$ cat src/rtl/pwm_light_driver.sv
// Double-buffered PWM driver: duty arrives over valid/ready into a shadow register
// and is applied at period boundaries. Define PWM_CENTER_ALIGNED_EN for up/down counting.
module pwm_light_driver #(
  parameter int unsigned PERIOD   = 10,
  parameter int unsigned PRESCALE = 0
) (
  input  logic        i_clk,
  input  logic        i_rst,
  input  logic        i_enable,
  input  logic [31:0] i_duty_in,
  input  logic        i_duty_valid,
  output logic        o_duty_ready,
  output logic        o_pwm_out,
  output logic        o_period_start,
  output logic [31:0] o_duty_active
);

  localparam logic [31:0] LP_PERIOD = 32'(PERIOD);
  localparam logic [31:0] LP_LAST   = 32'(PERIOD - 1);
  localparam logic [31:0] LP_PRESC  = 32'(PRESCALE);

  typedef enum logic {ST_IDLE, ST_RUN} state_t;

  state_t      r_state, w_state_nxt;
  logic [31:0] r_presc, w_presc_nxt;
  logic [31:0] r_cnt, w_cnt_nxt;
  logic [31:0] r_shadow, w_shadow_nxt;
  logic [31:0] r_duty, w_duty_nxt;
  logic        r_full, w_full_nxt;
  logic        r_pwm, r_period_start;
  logic        w_tick, w_bnd, w_accept, w_pwm_nxt;
`ifdef PWM_CENTER_ALIGNED_EN
  logic        r_down, w_down_nxt;
`endif

  always_comb begin
    w_state_nxt  = r_state;
    w_presc_nxt  = r_presc;
    w_cnt_nxt    = r_cnt;
    w_shadow_nxt = r_shadow;
    w_duty_nxt   = r_duty;
    w_full_nxt   = r_full;
    w_bnd        = 1'b0;
    w_tick       = (r_presc == LP_PRESC);
    w_accept     = i_duty_valid && !r_full;
`ifdef PWM_CENTER_ALIGNED_EN
    w_down_nxt   = r_down;
`endif

    if (r_state == ST_IDLE) begin
      w_presc_nxt = '0;
      w_cnt_nxt   = '0;
`ifdef PWM_CENTER_ALIGNED_EN
      w_down_nxt  = 1'b0;
`endif
      // Leaving IDLE starts a fresh period, so it counts as a boundary.
      if (i_enable) begin
        w_state_nxt = ST_RUN;
        w_bnd       = 1'b1;
      end
    end else if (!i_enable) begin
      w_state_nxt = ST_IDLE;
      w_presc_nxt = '0;
      w_cnt_nxt   = '0;
`ifdef PWM_CENTER_ALIGNED_EN
      w_down_nxt  = 1'b0;
`endif
    end else begin
      w_presc_nxt = w_tick ? 32'd0 : r_presc + 32'd1;
      if (w_tick) begin
`ifdef PWM_CENTER_ALIGNED_EN
        // Endpoints are held for one extra tick at each turn-around.
        if (!r_down) begin
          if (r_cnt == LP_LAST) w_down_nxt = 1'b1;
          else                  w_cnt_nxt  = r_cnt + 32'd1;
        end else begin
          if (r_cnt == 32'd0) begin
            w_down_nxt = 1'b0;
            w_bnd      = 1'b1;
          end else begin
            w_cnt_nxt  = r_cnt - 32'd1;
          end
        end
`else
        if (r_cnt == LP_LAST) begin
          w_cnt_nxt = '0;
          w_bnd     = 1'b1;
        end else begin
          w_cnt_nxt = r_cnt + 32'd1;
        end
`endif
      end
    end

    // Load and accept are exclusive: accept needs an empty shadow, load a full one.
    if (w_bnd && r_full) begin
      w_duty_nxt = r_shadow;
      w_full_nxt = 1'b0;
    end
    if (w_accept) begin
      w_full_nxt   = 1'b1;
      w_shadow_nxt = (i_duty_in > LP_PERIOD) ? LP_PERIOD : i_duty_in;
    end

    w_pwm_nxt = (w_state_nxt == ST_RUN) && (w_cnt_nxt < w_duty_nxt);
  end

  always_ff @(posedge i_clk or posedge i_rst) begin
    if (i_rst) begin
      r_state        <= ST_IDLE;
      r_presc        <= '0;
      r_cnt          <= '0;
      r_shadow       <= '0;
      r_duty         <= '0;
      r_full         <= 1'b0;
      r_pwm          <= 1'b0;
      r_period_start <= 1'b0;
`ifdef PWM_CENTER_ALIGNED_EN
      r_down         <= 1'b0;
`endif
    end else begin
      r_state        <= w_state_nxt;
      r_presc        <= w_presc_nxt;
      r_cnt          <= w_cnt_nxt;
      r_shadow       <= w_shadow_nxt;
      r_duty         <= w_duty_nxt;
      r_full         <= w_full_nxt;
      r_pwm          <= w_pwm_nxt;
      r_period_start <= w_bnd;
`ifdef PWM_CENTER_ALIGNED_EN
      r_down         <= w_down_nxt;
`endif
    end
  end

  assign o_duty_ready   = !r_full;
  assign o_pwm_out      = r_pwm;
  assign o_period_start = r_period_start;
  assign o_duty_active  = r_duty;

endmodule

$ cat config.mk
export PLATFORM = sky130hd
export DESIGN_NAME = pwm_light_driver
export DESIGN_NICKNAME = d
export VERILOG_FILES = /design/src/rtl/pwm_light_driver.sv
export SDC_FILE = /design/constraint.sdc
export NUM_CORES = 1
export LEC_CHECK = 0
export ABC_CLOCK_PERIOD_IN_PS = 8500
export CORE_ASPECT_RATIO = 1.2
export CORE_MARGIN = 3
export CORE_UTILIZATION = 61
export CTS_CLUSTER_SIZE = 14
export DETAILED_ROUTE_END_ITERATION = 7
export HOLD_SLACK_MARGIN = 0.08
export MAX_ROUTING_LAYER = met4
export PLACE_DENSITY = 0.82
export SYNTH_ARGS = -nofsm -noshare
export SYNTH_HDL_FRONTEND = slang
export SYNTH_SLANG_ARGS = --single-unit
export TNS_END_PERCENT = 20
$ cat constraint.sdc
create_clock -name i_clk -period 8.5 [get_ports i_clk]
set_input_delay 2.55 -clock i_clk [delete_from_list [all_inputs] [get_ports i_clk]]
set_output_delay 2.55 -clock i_clk [all_outputs]
set_load 0.1 [all_outputs]
# ---- After elaboration in Yosys (flattened, before gate mapping)
# Index checks and enable logic that the tools add are counted.
dict set report word_totals {
  register_bits 132
  input_bits 36
}
dict set report classes {
  addsub 2
  n_lt_le_gt_ge 2
  eq_ne 1
  muxes 16
  reduce_logical 6
}
# op count
set op_table {}
lappend op_table {{2-to-1 mux 32 bit} 9}
lappend op_table {{adder 32 x 1 -> 32 bit, second input constant} 2}
lappend op_table {{== test 32 x 4 -> 1 bit, second input constant} 1}
lappend op_table {{greater-than comparator 32 x 4 -> 1 bit, second input constant} 1}
lappend op_table {{zero test 32 bit} 1}
lappend op_table {{less-than comparator 32 bit} 1}
lappend op_table {{2-to-1 mux 1 bit} 7}
lappend op_table {{logical AND 1 bit} 3}
lappend op_table {{nonzero test 2 bit} 1}
lappend op_table {{zero test 1 bit} 1}

# ---- Depth between registers and ports, before layout
dict set report logic_depth {
  ltp_word 9
  depth_mapped 16
  ltp_nobuf 16
}

# ---- Worst setup path before layout
# Ideal clock, no wire load.
dict set report synth_path {
  kind {input port to flip-flop}
  from {input port i_enable}
  to {register r_pwm (netlist: o_pwm_out)}
  setup_ns 0.082
  t_arrival_ns 4.746
  t_required_ns 8.418
  slack_ns 3.672
  path_stages 11
  path_buffers 1
  cell_sequence {and2b_2 > nand2_1 > buf_2 > mux2i_1 > ha_1 > a21o_1 > a21o_1 > a21o_1 > a2111oi_0 > o31ai_1 > a31oi_1}
}
dict set report synth_via {
  elab_chain_len 6
  word_cells_on_any_way 9
  cone_classes {order compare (1); mux (6); reduce/logical (2)}
}
# element line_no
set synth_rtl {}
lappend synth_rtl {{from (decl)} 9} ;# input logic i_enable,
lappend synth_rtl {{2-to-1 mux 1 bit, on equally long branches} {57, 61}}
lappend synth_rtl {{2-to-1 mux 1 bit} 50} ;# if (r_state == ST_IDLE) begin
lappend synth_rtl {{logical AND 1 bit} 96} ;# if (w_bnd && r_full) begin
lappend synth_rtl {{2-to-1 mux 32 bit} 96}
lappend synth_rtl {{less-than comparator 32 bit} 105} ;# w_pwm_nxt = (w_state_nxt == ST_RUN) && (w_cnt_nxt < w_duty_nxt);
lappend synth_rtl {{logical AND 1 bit (*)} 105}
lappend synth_rtl {{net w_pwm_nxt} 31} ;# logic w_tick, w_bnd, w_accept, w_pwm_nxt;
lappend synth_rtl {{to (signal assigned)} 128} ;# r_pwm <= w_pwm_nxt;
lappend synth_rtl {{to (decl)} 30} ;# logic r_pwm, r_period_start;
# The timed path passes the listed nets; every way through them passes the cells marked *.
# A chain may end at the register's enable or synchronous reset.

# ---- Worst setup path after layout
dict set report layout_path {
  from {input port i_enable}
  to {register r_pwm (netlist: o_pwm_out)}
}
dict set report layout_via {
  elab_chain_len 6
  word_cells_on_any_way 9
  cone_classes {order compare (1); mux (6); reduce/logical (2)}
}
# element line_no
set layout_rtl {}
lappend layout_rtl {{2-to-1 mux 1 bit, on equally long branches} {57, 61}}
lappend layout_rtl {{2-to-1 mux 1 bit (*)} 50}
lappend layout_rtl {{net w_bnd} 31}
lappend layout_rtl {{logical AND 1 bit (*)} 96}
lappend layout_rtl {{2-to-1 mux 32 bit (*)} 96}
lappend layout_rtl {{less-than comparator 32 bit (*)} 105}
lappend layout_rtl {{logical AND 1 bit (*)} 105}
lappend layout_rtl {{net w_pwm_nxt} 31}
# Marked as above.

==> results by group <==
Timing
  • Setup TNS: 0 ns
  • RSZ-0062 raised after global routing: no
  • Fin crit share: about two thirds
  • Slew HR: 17.8%
  • Slew @ Worst Pin: between 1 and 1.5 ns
  • Setup ws final: 2.85 ns
  • F_max: 177 MHz
  • Tmin final: 5.65 ns
  • Fin. max-slew vios: 0
  • Clock skew: roughly 0.0085 ns
  • Hold_ws: just under 0.5 ns
  • Setup violations, final: 0
  • Final Hold Vio Count: 0

Synthesis
  • Synth area leader: dfrtp_1
  • Ranking of synthesized cells by area: dfrtp_1 (50%), ha_1 (6.7%), mux2i_1 (4.6%)
  • Register area share after synthesis: about half
  • Cells after Synth: between 600 and 700
  • EDFF count, synth: 0
  • FF+latch count, synth: ~130
  • Synth cell types: 48
  • Syn Std Cell Area: 6580 um2
  • Synth top area share: 50.2%
  • YS warnings: 0
  • Fraction of registers with async set/reset: 100%
  • Mean area per synthesized cell: 10.5 um2
  • Post-Syn Nets: approximately 700
  • Main flop type after synthesis: dfrtp_1

Worst setup path
  • CP peak stage delay: around 0.52 ns
  • Reg-to-reg slack, setup: 3.81 ns
  • Crit-path most repeated cell: a21o_1
  • Element type at the critical path end: flip-flop
  • Startpoint types: input pin
  • Req. time, crit path: 8.81 ns
  • Crit Path Max Fanout: 23
  • Critical Path AT: around 6.0 ns
  • Critical path class: input pin to flip-flop
  • Slowest cell on crit path: clkdlybuf4s50_1
  • Critical path, cell by cell: clkdlybuf4s50_1, and2b_2, nand2_2, buf_4, mux2i_1, ha_1, a21o_1, a21o_1, a21o_1, a2111oi_0, o31ai_1, a31oi_1

Route
  • DRT Wirelength: around 15000 um
  • Routed met3 length: ~670 um
  • Vias/cell: 5.96
  • M1 WL: a little over 6000 um
  • ANT nets after route: 0
  • Met2 routed WL: just under 8000 um
  • Initial DRC count: around 320
  • First-pass DRT Iterations: 5
  • Wire per inst: around 18 um
  • Top sig layer: met4
  • DR DRC count: 0
  • Via count: around 5000

Clocking
  • TritonCTS Buffers: 17
  • CTS tree: built
  • CTS sink cnt: about 130
  • Root Buffer: clkbuf_16
  • Cts hold-fix bufs: 0
  • CTS Buffer Depth: 2
  • Worst-path clk slew: approximately 0.050 ns
  • H-tree Lvls: 4
  • Clk Latency, worst-skew pair: 0.41 ns
  • Postcts setup bufs: 0
  • Post_cts resized: 0

Final layout
  • Fin nets: 771
  • Most common cell after layout, fill and taps aside: dfrtp_1
  • Final Instance Area: 7930 um2
  • Final core utilization: 77.2%
  • Fraction of layout cells with a size suffix above 1: about 6.2%
  • Most frequent cells in the layout: dfrtp_1 (132), clkdlybuf4s50_1 (70), nor2_1 (68), inv_1 (42), ha_1 (35)
  • Fin cells: about 840
  • Filler cells: about 690
  • # diodes: 0
  • Area growth, synth to finish: 20.5%

Global route
  • GRT Residual Overflow: 0
  • Total Routing Usage GR: roughly 27%
  • Largest net degree at the start of global routing: 76
  • Vias in the first global route: 5299
  • Global-route wire length before repair: roughly 25000 um
  • Antenna violations before repair: 0

Power and ir drop
  • Combinational fraction of design power: around 4.6%
  • Clock Power Share: 48.5%
  • Net Sw Frac: 21.1%
  • Sw power: between 0.2 and 0.3 mW
  • PwrDens: between 150 and 200 nW/um2
  • Lkg Pwr: 3.93 nW
  • Internal power: about 1.1 mW
  • Pwr Total: 1.35 mW
  • Max VDD drop: between 0.1 and 0.15 mV
  • Flop pwr share: 46.9%

Placement
  • Hpwl dp: between 10000 and 15000 um
  • Worst slack, placed: approximately 2.5 ns
  • Dpl cell area: 7400 um2
  • Placer Congestion: roughly 0.89
  • # port buffers: 70
  • Placed Cells: approximately 800

Flow run
  • MaxCap Viol Count: 0

Run status
  • Status: finished clean

Floorplanning
  • Initial core utilization: 64.1%
  • Boundary Pins: 71
  • Die Area: around 12000 um2
  • CORE AREA: between 10000 and 15000 um2
  • Die Wd: 101 um
  • Die height: approximately 120 um
  • Num rows: 40

Min path
  • Hold/Removal Path Class: flip-flop to flip-flop
[flip-flops by register name (all words and copies together), names as in the netlist]
register / cells
o_duty_active: 32
o_period_start: 1
r_cnt: 32
r_full: 1
r_shadow: 32
o_pwm_out: 1
r_presc: 32
r_state: 1
[power by group through the flow]
stage / Sequential (mW) / Clock (mW) / Combinational [mW]
after floorplan: 0.647 / 0 / 0.0311
final: 0.634 / 0.655 / 0.0625
after CTS: 0.633 / 0.663 / 0.0639
after detailed placement: 0.644 / 0 / 0.0636
after global placement: 0.644 / 0 / 0.0621
after global routing: 0.633 / 0.694 / 0.0681
[per-layer routing]
metal	up-vias	track usage (%)
met5	-	-
met4	0	10.0
met3	26	6.34
met2	140	45.4
met1	2488	32.0
li1	2336	-
[synthesized netlist by cell type, types with 7 or more instances]
cell type and n:
inv_1 43, o21ai_0 14, a21o_1 8, nor4_1 18, nand4_1 32, nor2b_1 33
nor2_1 68, dfrtp_1 132, xor2_1 34, clkbuf_1 13, mux2i_1 30, a21oi_1 15
or3_1 11, ha_1 35, nand3_1 21, and3_1 13, nand2_1 23, nor3_1 7
xnor2_1 18, and4_1 10
[area by class of cell]
cell class	count	area (um2)	area share (%)
Clock buffer	24	472	5.95
Inverter	43	164	2.07
Multi-Input combinational cell	433	3050	38.5
Timing Repair Buffer	73	723	9.13
Clock inverter	6	55.1	0.695
Sequential cell	132	3300	41.7
Tap cell	126	158	1.99
[worst max-delay path: cells and delay by family]
family	cells	cell delay, ns
AND/OR/NAND/NOR	2	0.51
multiplexers	1	0.30
adder cells (fa/ha/maj)	1	0.29
AO/OA/AOI/OAI	6	1.33
buffers and inverters	2	0.98
[cell families (layout without fill, tap and decap cells)]
kind of cell | count (synthesis) | after routing | synth area share (%)
buffers and inverters | 60 | 146 | 3.48
AND/OR/NAND/NOR | 258 | 258 | 22.2
XOR/XNOR | 52 | 52 | 6.92
flip-flops | 132 | 132 | 50.2
multiplexers | 32 | 32 | 4.91
AO/OA/AOI/OAI | 56 | 56 | 5.59
adder cells (fa/ha/maj) | 35 | 35 | 6.66
[final timing paths]
check | start | to | cells past startpoint
hold reg to reg | r_presc[0] | r_presc[0] | 1
setup / recovery | i_enable | o_pwm_out | 12
min in group asynchronous | i_rst | r_presc[23] | 2
setup reg to reg | r_presc[24] | o_pwm_out | 12
max in group asynchronous | i_rst | r_cnt[20] | 3
hold / removal | r_presc[0] | r_presc[0] | 1
(Power assumes the default switching activity.)
